### src/rtl/stp_ctrl_pkg.sv
// Shared definitions for the STP frame controller: state encoding, default
// gap timeout and a constant ceil-log2 helper.
package stp_ctrl_pkg;

  localparam int unsigned STATE_W = 2;
  typedef logic [STATE_W-1:0] state_t;

  localparam state_t ST_IDLE    = 2'd0;
  localparam state_t ST_COLLECT = 2'd1;
  localparam state_t ST_CAPTURE = 2'd2;

  localparam int unsigned TIMEOUT_CYCLES_DEF = 1024;

  function automatic int unsigned clog2(input int unsigned n);
    int unsigned r;
    int unsigned v;
    r = 0;
    v = 1;
    while (v < n) begin
      v = v << 1;
      r = r + 1;
    end
    return r;
  endfunction

endpackage

### src/rtl/stp_gap_timer.sv
// Reloadable down-counter flagging an over-long gap between serial bits.
// A TIMEOUT_CYCLES of 0 disables expiry entirely.
module stp_gap_timer
  import stp_ctrl_pkg::*;
#(
  parameter int unsigned TIMEOUT_CYCLES = TIMEOUT_CYCLES_DEF
) (
  input  logic clk,
  input  logic rst_n,
  input  logic reload,
  input  logic run,
  output logic expired
);

  localparam int unsigned CNT_W =
    (clog2(TIMEOUT_CYCLES + 1) > 0) ? clog2(TIMEOUT_CYCLES + 1) : 1;

  logic [CNT_W-1:0] cnt_q, cnt_d;

  always_comb begin
    cnt_d = cnt_q;
    if (reload) begin
      cnt_d = CNT_W'(TIMEOUT_CYCLES);
    end else if (run && (cnt_q != '0)) begin
      cnt_d = cnt_q - CNT_W'(1);
    end
  end

  always_ff @(posedge clk or negedge rst_n) begin
    if (!rst_n) begin
      cnt_q <= '0;
    end else begin
      cnt_q <= cnt_d;
    end
  end

  // Fires on the last allowed idle cycle so the abort lands after exactly TIMEOUT_CYCLES.
  assign expired = (TIMEOUT_CYCLES != 0) && run && !reload && (cnt_q == CNT_W'(1));

endmodule

### src/rtl/stp_frame_ctrl.sv
// Frames serial bits into BUS_WIDTH words from the STP shift register and
// hands them to the MRAM write side over valid/ready, flagging errors.
module stp_frame_ctrl
  import stp_ctrl_pkg::*;
#(
  parameter int unsigned BUS_WIDTH      = 3,
  parameter int unsigned TIMEOUT_CYCLES = TIMEOUT_CYCLES_DEF
) (
  input  logic                 clk,
  input  logic                 rst_n,
  input  logic                 cs,
  input  logic                 bit_valid,
  input  logic [BUS_WIDTH-1:0] sr_data,
  output logic                 sr_en,
  output logic [BUS_WIDTH-1:0] word_out,
  output logic                 word_valid,
  input  logic                 word_ready,
  output logic                 busy,
  output logic                 overrun,
  output logic                 frame_err,
  input  logic                 err_clr
);

  localparam int unsigned CNT_W = clog2(BUS_WIDTH + 1);

  state_t               state_q, state_d;
  logic [CNT_W-1:0]     bit_cnt_q, bit_cnt_d;
  logic [BUS_WIDTH-1:0] word_q, word_d;
  logic                 valid_q, valid_d;
  logic                 overrun_q, overrun_d;
  logic                 frame_err_q, frame_err_d;
  logic                 busy_q;
  logic                 last_bit, abort, gap_run, gap_expired, ovr_set;

  assign sr_en    = bit_valid & cs & (state_q != ST_IDLE);
  assign last_bit = sr_en && (bit_cnt_q == CNT_W'(BUS_WIDTH - 1));
  assign abort    = !cs && (bit_cnt_q != '0);
  assign gap_run  = (state_q == ST_COLLECT) && (bit_cnt_q != '0) && !bit_valid;

  stp_gap_timer #(
    .TIMEOUT_CYCLES(TIMEOUT_CYCLES)
  ) u_gap_timer (
    .clk    (clk),
    .rst_n  (rst_n),
    .reload (sr_en),
    .run    (gap_run),
    .expired(gap_expired)
  );

  always_ff @(posedge clk or negedge rst_n) begin
    if (!rst_n) begin
      state_q <= ST_IDLE;
    end else begin
      state_q <= state_d;
    end
  end

  // CAPTURE accepts bits like COLLECT, so words can stream with no bubble.
  always_comb begin
    state_d = state_q;
    case (state_q)
      ST_IDLE: begin
        if (cs) state_d = ST_COLLECT;
      end
      ST_COLLECT, ST_CAPTURE: begin
        if (!cs)           state_d = ST_IDLE;
        else if (last_bit) state_d = ST_CAPTURE;
        else               state_d = ST_COLLECT;
      end
      default: state_d = ST_IDLE;
    endcase
  end

  always_comb begin
    bit_cnt_d = bit_cnt_q;
    word_d    = word_q;
    valid_d   = valid_q;
    ovr_set   = 1'b0;

    if (abort || gap_expired || last_bit) begin
      bit_cnt_d = '0;
    end else if (sr_en) begin
      bit_cnt_d = bit_cnt_q + CNT_W'(1);
    end

    if (valid_q && word_ready) begin
      valid_d = 1'b0;
    end

    // sr_data here is the pre-shift value, i.e. the completed word.
    if (state_q == ST_CAPTURE) begin
      if (!valid_q || word_ready) begin
        word_d  = sr_data;
        valid_d = 1'b1;
      end else begin
        ovr_set = 1'b1;
      end
    end

    overrun_d   = ovr_set ? 1'b1 : (err_clr ? 1'b0 : overrun_q);
    frame_err_d = (abort || gap_expired) ? 1'b1 : (err_clr ? 1'b0 : frame_err_q);
  end

  always_ff @(posedge clk or negedge rst_n) begin
    if (!rst_n) begin
      bit_cnt_q   <= '0;
      word_q      <= '0;
      valid_q     <= 1'b0;
      overrun_q   <= 1'b0;
      frame_err_q <= 1'b0;
      busy_q      <= 1'b0;
    end else begin
      bit_cnt_q   <= bit_cnt_d;
      word_q      <= word_d;
      valid_q     <= valid_d;
      overrun_q   <= overrun_d;
      frame_err_q <= frame_err_d;
      busy_q      <= (bit_cnt_d != '0);
    end
  end

  assign word_out   = word_q;
  assign word_valid = valid_q;
  assign busy       = busy_q;
  assign overrun    = overrun_q;
  assign frame_err  = frame_err_q;

endmodule

### config.mk
export PLATFORM = sky130hd
export DESIGN_NAME = stp_frame_ctrl
export DESIGN_NICKNAME = d
export VERILOG_FILES = /design/src/rtl/stp_ctrl_pkg.sv /design/src/rtl/stp_gap_timer.sv /design/src/rtl/stp_frame_ctrl.sv
export SDC_FILE = /design/constraint.sdc
export NUM_CORES = 1
export LEC_CHECK = 0
export CORE_UTILIZATION = 39
export DETAILED_ROUTE_END_ITERATION = 10
export HOLD_SLACK_MARGIN = 0.1
export PLACE_DENSITY_LB_ADDON = 0.12
export SYNTH_ARGS = -nofsm -noshare
export SYNTH_HDL_FRONTEND = slang
export SYNTH_SLANG_ARGS = --single-unit
### constraint.sdc
create_clock -name clk -period 5 [get_ports clk]
set_input_delay 1 -clock clk [delete_from_list [all_inputs] [get_ports clk]]
set_output_delay 1 -clock clk [all_outputs]
set_load 0.05 [all_outputs]
==> metrics list, run 1 <==
- Critical Path Start Type: primary input
- For this configuration, the core starts out at a cell density of 0.4237.
- IO buf count: 16
- Outcome: complete, but fails checks
- After detailed routing, the average wire length per cell comes to 13.66 µm.
- In this run the static leakage power is 0.6416 nW.
* Post-synth top area share: 0.4555
- Detailed router's first-iteration violation count: 50
* RSZ-0062 raised after global routing: false
* Final weighted congestion in routability-driven placement: 0.8266
- Remaining global-route overflow: 0
- Total global-route track usage: 0.1592
- HPWL after DPL: 1701 µm
* Final clock period utilization by the worst path: 0.8103
* Worst-margin pin slew: 0.9977 ns
- Buffer count from post-CTS setup fixing: 0
- Failing checks: DRC
- Clock latency reported for the late side of the worst-skew pair: 0.32 ns
* Main area contributors after synthesis: dfrtp_1, ha_1, mux2i_1, nand2_1, inv_1
- CTS saw 22 sinks.
- Worst vdd ir: 0.0002755 V
- The routed layout has 889 vias.
* Site Rows: 19
* Source of the worst hold timing path: u_gap_timer.cnt_q[10]
- Overall power consumption: 0.7966 mW
- Proportion of synthesized flip-flops having asynchronous set or reset: 1.000
- Across the routed clock network, the largest skew measured is 0.005169 ns.
* Relative slew slack: 0.3328
- Max-cap viol count: 0
- Post-synthesis to final-layout area growth: 19.98%
- Vias in the first global route: 872
- TritonCTS created 3 clock buffers.
- Maximum clock rate: 246.8 MHz
- Top-count cell post-synth: dfrtp_1
- TritonCTS built the clock tree.
- The number of different library cells used by synthesis comes to 41.
- Global-route wire length before repair: 3953 µm
- Instance count of the mapped netlist: 118
- Post-detailed-route DRC marker count: 2
- The synthesized design contains 0 enable-type register cells.
* Number of hold violations in the final report: 0
- Post-DRT Antenna Nets: 0
* Total negative slack: 0 ns
* Worst hold-check slack: 0.5004 ns
- CTS built an H-tree with a depth of 1.
* Post-synthesis sequential area ratio: 0.4555
- Setup slack closes at 0.9483 ns.
- Hold-fix buffer count after cts: 0
* Number of nets in the finished design: 154
- The final layout contains routed wiring with a total length of 2282 µm.
* Via-per-instance ratio: 5.323
* Diode count: 0
* Post-route standard cell area excluding fillers: 0.001450 mm²
* CTS-repair resized insts: 0
* Library cell occupying the most area in the post-synthesis netlist: dfrtp_1
- Die footprint: 0.003326 mm²
* Hold WC Path Type: register to register
* PwrDens: 549.3 mW/mm²
- From bottom edge to top edge, the die measures 57.67 µm.
- Of the cells placed in the final design, the portion with a size suffix greater than 1 is 0.1324.
- Yosys warns: 0
- Worst setup timing slack at the placement stage: 0.9365 ns
* Pins over their slew limit: 0
* Clock Root Buffer: clkbuf_4
- After clock tree synthesis, the clock-pin slew on the worst setup and hold paths is 0.13 ns.
- Critical Setup Path Class: primary input to output pin
- When the netlist entered floorplanning its net count stood at 135.
- After synthesis the netlist holds a flip-flop and latch count of 22.
- The pre-antenna-repair detailed-routing pass consisted of 7 iterations.
- Dpl cell area: 0.001398 mm²
* Mean area per synthesized cell: 10.24 µm²
- DIE WIDTH: 57.67 µm
* Launch instance of the worst register-to-register path: bit_cnt_q[0]
- The worst setup path is captured at an output pin.
- Maximum fanout along the worst path: 10
- I/O pin total: 17
- Entering global routing, the biggest net connects 23 pins.
- Std-Cell Core Area: 0.002853 mm²
- Arrival time of data at the critical path endpoint: 3.05 ns
- Counting along the longest clock path gives a buffer depth of 2.
- Dominant register cell in the synthesized netlist: dfrtp_1
- The worst path in the final design needs a cycle of 4.052 ns, including I/O delays and setup.
* Netlist Area Pre-Place: 0.001209 mm²
- Number of antenna violations at the first check in global routing: 0
- Top cells by instance count after synthesis: dfrtp_1, nand2_1, inv_1
- Worst setup startpoint: cs
- Data required time at the worst endpoint: 4.00 ns
- Setup violations remaining at the end of the flow were counted as 0.
through the flow:
step / util / cells
after floorplan: - / 118
after global placement: 0.4899 / 163
after detailed placement: 0.4899 / 163
after CTS: 0.5083 / 167
after global routing: 0.5083 / 167
final: 0.5083 / 167
cell type report:
type,count,area [µm²]
multi-input cells,82,603.1
fillers,267,1403
well taps,31,38.79
flip-flops and latches,22,550.5
clock inverters,1,30.03
repair buffers,16,160.2
clock buffers,3,22.52
inverters,12,45.04
cells in the final DEF (no fill, tap or decap), types with 2 or more instances in the layout:
| cell | Yosys | final |
|---|---|---|
| nand2_1 | 16 | 16 |
| or3_1 | 2 | 2 |
| a21oi_1 | 5 | 5 |
| clkdlybuf4s50_1 | 0 | 16 |
| inv_1 | 11 | 11 |
| o31ai_1 | 2 | 2 |
| or2_2 | 2 | 2 |
| mux2i_1 | 6 | 6 |
| a31oi_1 | 2 | 2 |
| nor2_1 | 7 | 7 |
| clkbuf_4 | 0 | 3 |
| dfrtp_1 | 22 | 22 |
| mux2_2 | 3 | 3 |
| ha_1 | 8 | 8 |
| nor3_1 | 4 | 4 |
where the power goes:
group	total, mW	internal [mW]	switching [mW]	leakage (nW)
combinational	0.361	0.151	0.210	0.326
clock	0.140	0.0811	0.0587	0.0279
sequential	0.296	0.237	0.0591	0.287
total	0.797	0.469	0.327	0.642
registers in the layout (all words and copies together), names as in the netlist:
register           flops
frame_err              1
word_valid             1
state_q                2
word_out               3
overrun                1
busy                   1
bit_cnt_q              2
u_gap_timer.cnt_q     11
layer usage:
metal | part of all wire | track usage
met5 | 0 | 0
met4 | 0.014 | 0.06122
met3 | 0.043 | 0.04688
met2 | 0.45 | 0.2392
met1 | 0.49 | 0.2185
worst max-delay path, stage by stage:
cell and delay [ns]:
clkdlybuf4s50_1 0.60, nand2_1 0.07, or2_2 0.37, inv_2 0.18
clkdlybuf4s50_1 0.83
final timing paths:
check	to	slack, ns	cells past startpoint
worst min-delay path	u_gap_timer.cnt_q[10]	0.50	1
max in group asynchronous	busy	3.18	1
worst min register to register	u_gap_timer.cnt_q[10]	0.50	1
worst max register to register	u_gap_timer.cnt_q[9]	3.03	6
worst max-delay path	sr_en	0.95	5
min in group asynchronous	u_gap_timer.cnt_q[8]	1.21	1
kinds of logic after synthesis:
logic type	synth area share
adders and majority gates	0.08282
xor gates and xnor gates	0.007248
and+or+nand+nor	0.2112
buffers and inverters	0.04554
DFF	0.4555
AOI/OAI and AO/OA	0.1201
muxes	0.07764
Power figures use the tool's default switching activity.
==> run 2, diff against run 1 <==
==> constraint.sdc (replaced) <==
create_clock -name clk -period 3.26 [get_ports clk]
set_input_delay 0.652 -clock clk [delete_from_list [all_inputs] [get_ports clk]]
set_output_delay 0.652 -clock clk [all_outputs]
set_load 0.05 [all_outputs]
==> metrics list, run 2 (same netlist as run 1, synthesis figures left out) <==
- Vias in the first global route: 868
* Dpl cell area: 0.001408 mm²
* Source of the worst hold timing path: u_gap_timer.cnt_q[10]
- The worst register-to-register path begins at bit_cnt_q[0].
- The tree built by TritonCTS fans out to 22 sinks.
* Top register by number of flip-flops: u_gap_timer.cnt_q
* Post-route standard cell area excluding fillers: 0.001430 mm²
- RSZ-0062 raised after global routing: false
* Post-DRT Antenna Nets: 0
- IO buf count: 16
* Max-cap viol count: 0
* Total negative slack: 0 ns
- Clock latency reported for the late side of the worst-skew pair: 0.31 ns
- Leakage power of the design: 0.6324 nW
- Dividing the final minimum period by the clock period gives 0.8317.
- Number of levels the H-tree was split into: 1
- STA classifies the critical path startpoint as a primary input.
- Maximum clock rate: 368.8 MHz
- The design draws 1.132 mW.
* Data required time at the worst endpoint: 2.61 ns
* Maximum fanout along the worst path: 10
* Relative slew slack: 0.3326
* Category of the worst setup path capture point: output pin
* I/O pin total: 17
- Met3 wire len: 113 µm
- Flop-to-flop setup slack: 1.34 ns
* Outcome: complete, but fails checks
- Across the routed clock network, the largest skew measured is 0.009441 ns.
- The final max-slew violation count came to 0.
- Worst setup startpoint: cs
- The multi-input combinational cells in the finished layout cover a total of 603.1 µm².
- Hold-fix buffer count after cts: 0
* Std-Cell Core Area: 0.002853 mm²
- Total wirelength of the detailed-routed design: 2232 µm
* Leading cell types in the layout, fill and taps excluded: dfrtp_1, nand2_1, clkdlybuf4s50_1
- The die is 57.67 µm tall.
- Commonest non-fill, non-tap cell in the layout: dfrtp_1
- After clock tree synthesis, the clock-pin slew on the worst setup and hold paths is 0.11 ns.
- After floorplanning, the core was divided into 19 placement rows.
- CTS-repair resized insts: 0
- Worst-margin pin slew: 0.9980 ns
- After detailed routing, the met2 layer carries 1015 µm of wire.
- Number of setup violations in the final report: 0
- For this configuration, the core starts out at a cell density of 0.4237.
* Destination of the worst register-to-register timing path: u_gap_timer.cnt_q[9]
- IR analysis of the VDD net gives a maximum drop of 0.0004563 V.
- In the final routing, the length of wire on met1 measures 1085 µm.
- Number of nets in the finished design: 154
- Top Layer Used: met4
* PwrDens: 791.6 mW/mm²
- The clock passes through at most 2 buffers.
- Via-per-instance ratio: 5.367
- After global routing the overflow that remains totals 0.
* Total CTS buffers: 3
- Fraction of layout instances using a drive strength above 1: 0.1333
* Global-route wire length before repair: 3891 µm
- At the worst endpoint, the arrival time is 2.06 ns.
- Buffer count from post-CTS setup fixing: 0
- TritonCTS built the clock tree.
- From left edge to right edge, the die measures 57.67 µm.
- The detailed router finished its first iteration with 63 violations.
* Fill cells: 268
- The final reports fail on DRC.
- In this run the worst hold path is classified as register to register.
* Worst reg-to-reg path cell count: 6
- End point of the critical path: sr_en
* Number of antenna violations at the first check in global routing: 0
- Detailed placement finished with a half-perimeter wire length of 1686 µm.
* Avg WL per Cell: 13.45 µm
- The die covers 0.003326 mm².
* Diode count: 0
- The final count of hold timing violations came to 0.
* Sequential cell area: 550.5 µm²
- The critical path is of the primary input to output pin type.
* Post-synthesis to final-layout area growth: 18.32%
- The routed layout has 891 vias.
- Final period demand of the worst path: 2.711 ns
- Clock Root Buffer: clkbuf_4
* Max FFs per register: 11
* Pin count of the biggest net entering global routing: 23
- Post-detailed-route DRC marker count: 2
- In the global route stage, overall resource usage came out at 0.1549.
- The congestion estimate from routability-driven global placement came to 0.7667.
- For this run, the detailed router's first-pass iteration total came to 7.
run 2: cell types whose count changed in the layout (fill, tap and decap cells not counted):
cell,before,now
bufinv_16,1,0
buf_12,0,1
clkdlybuf4s50_1,16,15
run 2: cell type report:
cell class | instances | share of cell area
multi-input combinational | 82 | 0.4217
sequential | 22 | 0.3850
timing repair buffer | 16 | 0.1190
inverter | 12 | 0.03150
tap | 31 | 0.02712
clock buffer | 3 | 0.01575
run 2: stage by stage:
| step | hold slack, ns | utilization | instances | setup slack (ns) |
|---|---|---|---|---|
| floorplan | 0.3564 | - | 118 | 1.087 |
| global placement | 0.4634 | 0.4934 | 163 | 0.5618 |
| detailed placement | 0.4665 | 0.4934 | 163 | 0.5511 |
| CTS | 0.4932 | 0.5013 | 166 | 0.5423 |
| global route | 0.5192 | 0.5013 | 166 | 0.4745 |
| finish | 0.4885 | 0.5013 | 166 | 0.5486 |
run 2: critical path, stage by stage:
cell             delay (ns)
clkdlybuf4s50_1        0.60
nand2_1                0.07
or2_2                  0.36
inv_2                  0.20
buf_12                 0.16
run 2: worst min path at each step:
stage	depth (start not counted)	slack, ns	endpoint
finish	1	0.49	u_gap_timer.cnt_q[10]
global route	1	0.52	busy
CTS	1	0.49	u_gap_timer.cnt_q[10]
detailed placement	1	0.47	u_gap_timer.cnt_q[10]
global placement	1	0.46	u_gap_timer.cnt_q[10]
floorplan	0	0.36	bit_cnt_q[0]
run 2: report_power, final:
group | switching, mW | total [mW] | internal [mW]
Clock | 0.0790 | 0.122 | 0.0432
Sequential | 0.0907 | 0.454 | 0.363
Combinational | 0.319 | 0.556 | 0.237
Total | 0.489 | 1.13 | 0.643
run 2: layer usage:
metal,GRT usage,vias up
met5,0,-
met4,0.04082,0
met3,0.04911,2
met2,0.2409,14
met1,0.2113,420
li1,-,455
==> run 3, diff against run 2 <==
==> constraint.sdc (replaced) <==
create_clock -name clk -period 2.5 [get_ports clk]
set_input_delay 0.5 -clock clk [delete_from_list [all_inputs] [get_ports clk]]
set_output_delay 0.5 -clock clk [all_outputs]
set_load 0.05 [all_outputs]
==> metrics list, run 3 (same netlist as run 1, synthesis figures left out) <==
* Outcome: complete, but fails checks
- The checks that failed: DRC.
- In the finished design, the share of the clock period the worst path needs comes to 0.8544.
* Leakage power of the design: 0.6588 nW
- The first global-routing pass estimated 4202 µm of wire.
- Critical Setup Path Class: primary input to output pin
* Total CTS buffers: 3
- For this block, the routed nets add up to 2394 µm of wire.
- The final max-slew violation count came to 0.
- During I/O placement, the number of pins put on the boundary was 17.
- Along the worst path, the maximum fanout reaches 4.
- The clock passes through at most 2 buffers.
- Die footprint: 0.003326 mm²
* Site Rows: 19
* PwrDens: 1042 mW/mm²
- Headroom to the max-slew limit came out at 0.5785.
* Worst-margin pin slew: 0.6274 ns
- Setup violations remaining at the end of the flow were counted as 0.
- The min-delay analysis places its worst path in the category register to register.
- In this run the tool buffered the top-level ports with 16 buffer cells.
- In this run the remaining antenna-violating nets after routing total 0.
- Across all layers, the routed design uses 944 vias.
- Leading cell types in the layout, fill and taps excluded: dfrtp_1, nand2_1, clkdlybuf4s50_1
* Utilization of the core after routing: 0.5167
- Clock Root Buffer: clkbuf_4
- Maximum clock rate: 468.2 MHz
- The design draws 1.536 mW.
- Delay contributed by the slowest stage of the critical path: 0.53 ns
- Entering global routing, the biggest net connects 23 pins.
* Top register by number of flip-flops: u_gap_timer.cnt_q
- Worst vdd ir: 0.0005173 V
* TritonCTS clock tree: yes
- Clock latency reported for the late side of the worst-skew pair: 0.31 ns
- The worst path meets setup with 0.3640 ns of slack.
- Critical Path Start Type: primary input
- CTS saw 22 sinks.
- Worst setup timing slack at the placement stage: 0.3002 ns
- Number of hold violations in the final report: 0
- Max FFs per register: 11
- Clock transition at the register clock pins on the worst setup and hold paths after CTS: 0.13 ns
- For this run, the total global-route usage over all layers was measured as 0.1656.
* Std-Cell Core Area: 0.002853 mm²
* Via-per-instance ratio: 5.520
- 0 antenna diodes ended up in the layout.
* Total negative slack: 0 ns
* Starting density of the core: 0.4237
* Number of nets in the finished design: 158
* Avg WL per Cell: 14.00 µm
- CTS-repair resized insts: 0
* Post-detailed-route DRC marker count: 2
* Hold-fix buffer count after cts: 0
- Category of the worst setup path capture point: output pin
- Number of antenna violations at the first check in global routing: 0
* Data required time at the worst endpoint: 2.00 ns
* First drt pass iteration count: 7
* Die Span Y: 57.67 µm
- Max-cap viol count: 0
- HPWL after DPL: 1803 µm
- Standard cell with the maximum stage delay on the critical path: clkdlybuf4s50_1
- Post-CTS timing repair inserted 0 buffers for setup.
* Fraction of layout instances using a drive strength above 1: 0.1643
- After the first detailed-routing iteration, the DRC count stood at 62.
- From left edge to right edge, the die measures 57.67 µm.
- Final weighted congestion in routability-driven placement: 0.8135
* Remaining global-route overflow: 0
* Cell breakdown of the critical path: clkdlybuf4s50_1 > nand2_1 > or2_2 > inv_2 > buf_12
- Between clock sinks in the finished design, the worst skew comes to 0.007346 ns.
* Vias in the first global route: 929
* Final period demand of the worst path: 2.136 ns
* Arrival time of data at the critical path endpoint: 1.64 ns
- Commonest non-fill, non-tap cell in the layout: dfrtp_1
- Setup repair after global routing left no endpoint under its margin.
* Post-synthesis to final-layout area growth: 21.95%
* Number of levels the H-tree was split into: 1
==> run 3: changes by cell type in the layout (fill, tap and decap cells not counted), sizes merged <==
cell / previous run / this run
buf: 1 / 5
clkbuf: 3 / 4
==> run 3: area by class of cell <==
cell class	instances	area [µm²]
fillers	263	1379
multi-input cells	82	603.1
flip-flops and latches	22	550.5
repair buffers	20	200.2
inverters	12	45.04
well taps	31	38.79
clock buffers	4	36.28
==> run 3: worst max-delay path: cells and delay by family <==
kind / cells / cell delay (ns)
buf+inv: 3 / 0.77
simple gates: 2 / 0.37
==> run 3: routing by layer <==
layer  up-vias  track usage  share of wire
li1        461            -              -
met3         4      0.02009          0.020
met2        13       0.2708           0.47
met4         0      0.07143          0.017
met5         -            0              0
met1       466       0.2230           0.49
==> run 3: path summary, 6_finish.rpt <==
| check | start | end | slack, ns | cells after the start |
|---|---|---|---|---|
| worst max-delay path | bit_valid | sr_en | 0.36 | 5 |
| worst min-delay path | u_gap_timer.cnt_q[10] | u_gap_timer.cnt_q[10] | 0.50 | 1 |
| worst max register to register | bit_cnt_q[0] | u_gap_timer.cnt_q[9] | 0.55 | 6 |
| worst min register to register | u_gap_timer.cnt_q[10] | u_gap_timer.cnt_q[10] | 0.50 | 1 |
| max in group asynchronous | rst_n | overrun | 1.75 | 2 |
| min in group asynchronous | rst_n | u_gap_timer.cnt_q[4] | 0.51 | 2 |
==> run 3: per-stage QoR <==
stage / hold WS (ns) / cells / area [µm²]
after floorplan: 0.2044 / 118 / 1209
after global placement: 0.4592 / 167 / 1438
after detailed placement: 0.4706 / 167 / 1438
after CTS: 0.4999 / 171 / 1474
after global routing: 0.5346 / 171 / 1474
final: 0.4963 / 171 / 1474
==> run 3: power breakdown <==
| group | internal [mW] | total [mW] | switching, mW | leakage [nW] |
|---|---|---|---|---|
| logic | 0.316 | 0.741 | 0.425 | 0.351 |
| clock network | 0.0889 | 0.201 | 0.112 | 0.0210 |
| registers | 0.473 | 0.594 | 0.120 | 0.287 |
| total | 0.878 | 1.54 | 0.658 | 0.659 |
